### config.mk
export PLATFORM = sky130hd
export DESIGN_NAME = s2_burst_receiver_flat
export DESIGN_NICKNAME = d
export VERILOG_FILES = /design/src/rtl/s2_burst_receiver_if.sv /design/src/rtl/s2_burst_receiver.sv /design/src/flat_wrapper.sv
export SDC_FILE = /design/constraint.sdc
export NUM_CORES = 1
export LEC_CHECK = 0
export ABC_AREA = 1
export CAP_MARGIN = 15
export CORE_MARGIN = 2
export CORE_UTILIZATION = 40
export DETAILED_ROUTE_END_ITERATION = 7
export GPL_TIMING_DRIVEN = 0
export PLACE_DENSITY = 0.65
export SYNTH_ARGS = -nofsm -noshare
export SYNTH_HDL_FRONTEND = slang
export SYNTH_SLANG_ARGS = --single-unit
### constraint.sdc
create_clock -name clk -period 6.2 [get_ports clk]
set_input_delay 1.86 -clock clk [delete_from_list [all_inputs] [get_ports clk]]
set_output_delay 1.86 -clock clk [all_outputs]
set_load 0.005 [all_outputs]
### src/rtl/s2_burst_receiver_if.sv
// Valid/ready word channel between the m2 burst master and the s2 burst receiver.
interface s2_burst_receiver_if #(
    parameter int DATA_W = 16
);
    logic [DATA_W-1:0] data;
    logic              valid;
    logic              ready;

    modport master (output data, output valid, input ready);
    modport slave  (input data, input valid, output ready);
endinterface

### src/rtl/s2_burst_receiver.sv
// Burst receiver: buffers BURST_LEN words, checks word n == n+1, then drains via a read port.
// Optional partial-burst discard after TIMEOUT idle cycles when RX_TIMEOUT_EN is defined.
module s2_burst_receiver #(
    parameter int DATA_W    = 16,
    parameter int BURST_LEN = 8,
    parameter int CNT_W     = 3,
    parameter int TIMEOUT   = 16
) (
    input  logic                clk,
    input  logic                rst,
    s2_burst_receiver_if.slave  bus,
    input  logic                rd_en,
    output logic [DATA_W-1:0]   rd_data,
    output logic                rd_valid,
    output logic                burst_done,
    output logic                seq_err,
    output logic [7:0]          err_cnt,
    output logic                timeout_pulse
);

    typedef enum logic {RECV, DRAIN} state_t;

    localparam logic [CNT_W-1:0] LAST = CNT_W'(BURST_LEN - 1);

    if (BURST_LEN < 2 || BURST_LEN != (1 << CNT_W) || TIMEOUT < 1) begin : g_bad_params
        $error("s2_burst_receiver: BURST_LEN must equal 2**CNT_W (>=2) and TIMEOUT must be >= 1");
    end

    state_t              state_q, state_d;
    logic [CNT_W-1:0]    wcnt_q, wcnt_d;
    logic [CNT_W-1:0]    rcnt_q, rcnt_d;
    logic                ready_q, ready_d;
    logic [DATA_W-1:0]   rd_data_q, rd_data_d;
    logic                rd_valid_q, rd_valid_d;
    logic                burst_done_q, burst_done_d;
    logic                seq_err_q, seq_err_d;
    logic [7:0]          err_cnt_q, err_cnt_d;
    logic [DATA_W-1:0]   mem_q [BURST_LEN];
    logic                mem_wr_en;
    logic                xfer;
    logic [DATA_W-1:0]   exp_word;

`ifdef RX_TIMEOUT_EN
    localparam int IDLE_W = $clog2(TIMEOUT + 1);
    localparam logic [IDLE_W-1:0] IDLE_LAST = IDLE_W'(TIMEOUT - 1);

    logic [IDLE_W-1:0]   idle_q, idle_d;
    logic                timeout_q, timeout_d;
`endif

    assign xfer     = bus.valid & ready_q;
    assign exp_word = DATA_W'(wcnt_q) + DATA_W'(1);

    // NOTE: every signal driven here gets a default first, so no path can infer a latch.
    always_comb begin
        state_d      = state_q;
        wcnt_d       = wcnt_q;
        rcnt_d       = rcnt_q;
        ready_d      = ready_q;
        rd_data_d    = rd_data_q;
        rd_valid_d   = 1'b0;
        burst_done_d = 1'b0;
        seq_err_d    = seq_err_q;
        err_cnt_d    = err_cnt_q;
        mem_wr_en    = 1'b0;
`ifdef RX_TIMEOUT_EN
        idle_d       = '0;
        timeout_d    = 1'b0;
`endif
        case (state_q)
            RECV: begin
                ready_d = 1'b1;
                if (xfer) begin
                    mem_wr_en = 1'b1;
                    if (bus.data != exp_word) begin
                        seq_err_d = 1'b1;
                        if (err_cnt_q != 8'hFF) err_cnt_d = err_cnt_q + 8'd1;
                    end
                    // Final word: leave for DRAIN with ready dropping on the same edge.
                    if (wcnt_q == LAST) begin
                        burst_done_d = 1'b1;
                        wcnt_d       = '0;
                        state_d      = DRAIN;
                        ready_d      = 1'b0;
                    end else begin
                        wcnt_d = wcnt_q + CNT_W'(1);
                    end
                end
`ifdef RX_TIMEOUT_EN
                else if (!bus.valid && wcnt_q != '0) begin
                    if (idle_q == IDLE_LAST) begin
                        wcnt_d    = '0;
                        timeout_d = 1'b1;
                    end else begin
                        idle_d = idle_q + IDLE_W'(1);
                    end
                end
`endif
            end
            DRAIN: begin
                ready_d = 1'b0;
                if (rd_en) begin
                    rd_data_d  = mem_q[rcnt_q];
                    rd_valid_d = 1'b1;
                    if (rcnt_q == LAST) begin
                        rcnt_d  = '0;
                        state_d = RECV;
                        ready_d = 1'b1;
                    end else begin
                        rcnt_d = rcnt_q + CNT_W'(1);
                    end
                end
            end
            default: state_d = RECV;
        endcase
    end

    // NOTE: sequential state uses non-blocking assignments so all flops see pre-edge values.
    always_ff @(posedge clk) begin
        if (rst) begin
            state_q      <= RECV;
            wcnt_q       <= '0;
            rcnt_q       <= '0;
            ready_q      <= 1'b0;
            rd_data_q    <= '0;
            rd_valid_q   <= 1'b0;
            burst_done_q <= 1'b0;
            seq_err_q    <= 1'b0;
            err_cnt_q    <= '0;
        end else begin
            state_q      <= state_d;
            wcnt_q       <= wcnt_d;
            rcnt_q       <= rcnt_d;
            ready_q      <= ready_d;
            rd_data_q    <= rd_data_d;
            rd_valid_q   <= rd_valid_d;
            burst_done_q <= burst_done_d;
            seq_err_q    <= seq_err_d;
            err_cnt_q    <= err_cnt_d;
        end
    end

    // NOTE: the buffer is deliberately not reset; every entry is written before it is read.
    always_ff @(posedge clk) begin
        if (mem_wr_en) mem_q[wcnt_q] <= bus.data;
    end

`ifdef RX_TIMEOUT_EN
    always_ff @(posedge clk) begin
        if (rst) begin
            idle_q    <= '0;
            timeout_q <= 1'b0;
        end else begin
            idle_q    <= idle_d;
            timeout_q <= timeout_d;
        end
    end

    assign timeout_pulse = timeout_q;
`else
    assign timeout_pulse = 1'b0;
`endif

    assign bus.ready  = ready_q;
    assign rd_data    = rd_data_q;
    assign rd_valid   = rd_valid_q;
    assign burst_done = burst_done_q;
    assign seq_err    = seq_err_q;
    assign err_cnt    = err_cnt_q;

endmodule

### src/flat_wrapper.sv
// flat-port wrapper written by rule: the top's interface ports become plain ports
module s2_burst_receiver_flat 
#(
    parameter int DATA_W    = 16,
    parameter int BURST_LEN = 8,
    parameter int CNT_W     = 3,
    parameter int TIMEOUT   = 16
)
  (clk, rst, rd_en, rd_data, rd_valid, burst_done, seq_err, err_cnt, timeout_pulse, bus_data, bus_valid, bus_ready);
  s2_burst_receiver_if #(.DATA_W(DATA_W)) bus_i ();
  input  logic clk;
  input  logic rst;
  input  logic rd_en;
  output logic [DATA_W-1:0] rd_data;
  output logic rd_valid;
  output logic burst_done;
  output logic seq_err;
  output logic [7:0] err_cnt;
  output logic timeout_pulse;
  input wire logic [$bits(bus_i.data)-1:0] bus_data;
  input wire logic [$bits(bus_i.valid)-1:0] bus_valid;
  output wire logic [$bits(bus_i.ready)-1:0] bus_ready;
  assign bus_i.data = bus_data;
  assign bus_i.valid = bus_valid;
  assign bus_ready = bus_i.ready;
  s2_burst_receiver #(.DATA_W(DATA_W), .BURST_LEN(BURST_LEN), .CNT_W(CNT_W), .TIMEOUT(TIMEOUT)) u_core (.clk(clk), .rst(rst), .bus(bus_i), .rd_en(rd_en), .rd_data(rd_data), .rd_valid(rd_valid), .burst_done(burst_done), .seq_err(seq_err), .err_cnt(err_cnt), .timeout_pulse(timeout_pulse));
endmodule
==> impl_results.md, run 1 <==
* Initial detailed-routing violation count at around 560
* Total number of H-tree levels at 4
* Clock Skews at 0.00944 ns
* Hold buffer count at CTS at 0
* Max-cap violations at 0
* Leakage Power at roughly 2.8 nW
* R2R Setup Slk at 4.11 ns
* Number of sinks driven by the clock tree at between 150 and 200
* # port buffers at 46
* Number of buffers inserted by post-CTS setup repair at 0
* Final Hold Vio Count at 0
* Count of state elements after synthesis at 163
* Final Cycle Share at 0.588
* Netlist Area Pre-Place at 6690 µm²
* DIE WIDTH at around 130 µm
* Routed WL per cell at between 15 and 20 µm
* Transition at the pin with the smallest max-transition slack at between 0.7 and 0.8 ns
* Worst setup EP type: flop
* Detailed-router iteration count before antenna repair at 5
* Quantity of gates resized following cts at 0
* Clock root cell: sky130_fd_sc_hd__clkbuf_16
* Core Region at 16500 µm²
* RSZ-0062 raised after global routing: false
* Required time of the critical path at roughly 6.3 ns
* Post-layout min period at around 3.6 ns
* # rows at between 40 and 50
* Clock tree from TritonCTS: built
* Grt total ovfl at 0
* Synthesized instance count at slightly below 600
* Max-slew violation total from the final report at 0
* Leading post-synthesis cells by cell area: sky130_fd_sc_hd__edfxtp_1 57%, sky130_fd_sc_hd__dfxtp_1 10%, sky130_fd_sc_hd__nor2_1 5.6%, sky130_fd_sc_hd__o21ai_0 4.4%, sky130_fd_sc_hd__o21ai_1 4.2%
* Start-to-end type of the worst setup path: primary input to flop
* Detailed-placement wirelength estimate at roughly 11000 µm
* Post-Syn Area per Cell at around 12 µm²
* Antenna violations before repair at 0
* Number of antenna-violating nets in the routed design at 0
* Syn_nets at about 600
* Yosys warns at 0
* Height of the die at between 100 and 150 µm
* First-pass GRT wire length at 26500 µm
* Per-cell via count in the routed design at ~5.3
* Area of the die at around 18000 µm²
* Areal power density over the cells at roughly 290 nW/µm²
* Count of fill cells added during filler insertion at ~1500
* Final Hold Slack at between 0.4 and 0.5 ns
* Deepest clock path buffer count at 2
* Worst-Skew Late Latency at between 0.4 and 0.5 ns
* Sequential fraction of the synthesis area at 0.679
* Utilization after layout at 0.497
* Starting Density at 0.406
* Clock slew at reported path FFs at roughly 0.050 ns
* I/O pins at 49
* Via count of the first global-routing pass at around 4700
* Largest net degree at the start of global routing at 17
* Clock buffers created by TritonCTS at 17
* Antenna fix cells at 0
* Critical path data arrival time at around 3.8 ns
* Critical path peak fanout at 9
* Sort of element at the start of the critical path: primary input
* Final setup violation count at 0
* Portion of synthesized cell area occupied by the leading cell type at 0.575
* Library cell with the largest summed area after synthesis: sky130_fd_sc_hd__edfxtp_1
* Via total after detailed routing at approximately 4700
* Max transition margin at 0.490
* RePlAce Congestion at 0.816
* Number of design rule violations left after detail routing at 0
* Max frequency at roughly 270 MHz
* Distinct cell type count after synthesis at 34
* Classification of the worst-slack hold path: flop to flop
* Routed wire length at roughly 17000 µm
* Layout cell share with drive strength beyond 1 at 0.164
* Growth of design area from synthesis to finish at 22.2%
* Setup TNS after final layout at 0 ns
* Total global-route track usage at 0.202
* Net count reported at finish at between 600 and 700
* Result of the run: finished clean
* Worst voltage drop across the vdd grid at between 0.15 and 0.2 mV
[synth_stat cells (all sizes together)]
cell type and instances:
nand4 1, nand3 12, a21boi 1, nor3 2, xor2 4, xnor2 1, dfxtp 35, nand2 42
o21ai 115, o211ai 16, clkbuf 8, a22oi 2, conb 1, nand3b 1, o21bai 1, ha 5
edfxtp 128, a21oi 27, nor2 131, a211oi 1, buf 22, inv 23
[cell usage in the layout (no fill, tap or decap), types with 7 or more instances in the layout]
cell type / synthesis / layout
sky130_fd_sc_hd__dfxtp_1: 35 / 35
sky130_fd_sc_hd__nor2_2: 31 / 38
sky130_fd_sc_hd__nand3_1: 10 / 10
sky130_fd_sc_hd__o21ai_1: 56 / 56
sky130_fd_sc_hd__buf_8: 1 / 8
sky130_fd_sc_hd__a21oi_1: 27 / 27
sky130_fd_sc_hd__clkbuf_1: 8 / 9
sky130_fd_sc_hd__buf_2: 9 / 9
sky130_fd_sc_hd__o21ai_0: 59 / 59
sky130_fd_sc_hd__o211ai_1: 10 / 10
sky130_fd_sc_hd__nand2_1: 40 / 40
sky130_fd_sc_hd__clkbuf_16: 0 / 17
sky130_fd_sc_hd__inv_1: 21 / 21
sky130_fd_sc_hd__nor2_1: 100 / 93
sky130_fd_sc_hd__clkdlybuf4s50_1: 0 / 46
sky130_fd_sc_hd__edfxtp_1: 128 / 128
sky130_fd_sc_hd__buf_4: 7 / 7
[report_power, final]
group,internal (mW),switching [mW]
Sequential,1.19,0.00589
Combinational,0.0273,0.0477
Clock,0.671,0.430
[state kept, by name, summed over array words and instances, names as in the netlist]
signal	cells
u_core.rd_data	16
u_core.rcnt_q	3
u_core.err_cnt	8
u_core.seq_err	1
u_core.rd_valid	1
u_core.burst_done	1
u_core.wcnt_q	3
u_core.bus.ready	1
u_core.state_q	1
u_core.mem_q	128
[routing by layer]
metal	global-route usage	routed length (µm)	vias up
li1	-	-	2188
met1	0.246	7070	2354
met2	0.354	8940	154
met3	0.0373	929	23
met4	0.0816	349	0
met5	0	0	-
[cell families after synthesis]
family / share of synthesized area
AOI/OAI and AO/OA: 0.136
xor gates and xnor gates: 0.00655
adders and majority gates: 0.00935
buffers and inverters: 0.0449
DFF: 0.679
other: 0.000561
and+or+nand+nor: 0.123
[metrics by stage]
step	instance area (µm²)	setup slack [ns]	power (mW)	instances
after floorplan	6690	2.41	1.25	579
after global placement	7430	0.981	1.29	845
after detailed placement	7560	2.12	1.29	853
after CTS	8180	2.56	2.38	885
after global routing	8180	2.41	2.44	885
final	8180	2.55	2.37	885
[final cells by class]
cell class | instances | area [µm²] | share of cell area
plain buffers | 30 | 201 | 0.0246
clock buffers | 18 | 429 | 0.0525
clock inverters | 14 | 184 | 0.0225
inverters | 23 | 98.8 | 0.0121
multi-input cells | 363 | 1870 | 0.228
flip-flops and latches | 163 | 4540 | 0.556
well taps | 220 | 275 | 0.0337
repair buffers | 54 | 577 | 0.0705
[final timing paths]
path / cells past startpoint / from / end
worst min register to register: 2 / u_core.seq_err / u_core.seq_err
worst max-delay path: 8 / bus_valid / u_core.mem_q[3][2]
worst min-delay path: 2 / u_core.seq_err / u_core.seq_err
worst max register to register: 7 / u_core.bus.ready / u_core.mem_q[3][2]
[worst max-delay path, cell delays in order]
cell and delay, ns:
sky130_fd_sc_hd__clkdlybuf4s50_1 0.46, sky130_fd_sc_hd__nand2_1 0.06, sky130_fd_sc_hd__nor2_2 0.28, sky130_fd_sc_hd__inv_1 0.16
sky130_fd_sc_hd__nor2_1 0.15, sky130_fd_sc_hd__inv_1 0.11, sky130_fd_sc_hd__nor2_2 0.46, sky130_fd_sc_hd__buf_8 0.23
Power figures use the tool's default switching activity.
==> inputs of run 2 (changes only) <==
==> constraint.sdc (replaced) <==
create_clock -name clk -period 3.67 [get_ports clk]
set_input_delay 1.101 -clock clk [delete_from_list [all_inputs] [get_ports clk]]
set_output_delay 1.101 -clock clk [all_outputs]
set_load 0.005 [all_outputs]
==> results of run 2 <==
Same layout as run 1 (identical final DEF). Status: finished clean.
Among the figures that moved: setup slack after placement 2.12 ns -> 0.345 ns; setup slack after layout 2.55 ns -> 0.783 ns; register-to-register setup slack 4.11 ns -> 1.58 ns; total power 2.37 mW -> 4.01 mW; worst IR drop on VDD 0.191 mV -> 0.323 mV
==> inputs of run 3 (changes only) <==
==> constraint.sdc (replaced) <==
create_clock -name clk -period 2.83 [get_ports clk]
set_input_delay 0.849 -clock clk [delete_from_list [all_inputs] [get_ports clk]]
set_output_delay 0.849 -clock clk [all_outputs]
set_load 0.005 [all_outputs]
==> results of run 3 <==
Same layout as run 1 (identical final DEF). Status: finished clean.
Among the figures that moved: setup slack after placement 2.12 ns -> -0.243 ns; setup slack after layout 2.55 ns -> 0.195 ns; register-to-register setup slack 4.11 ns -> 0.74 ns; total power 2.37 mW -> 5.20 mW; worst IR drop on VDD 0.191 mV -> 0.419 mV
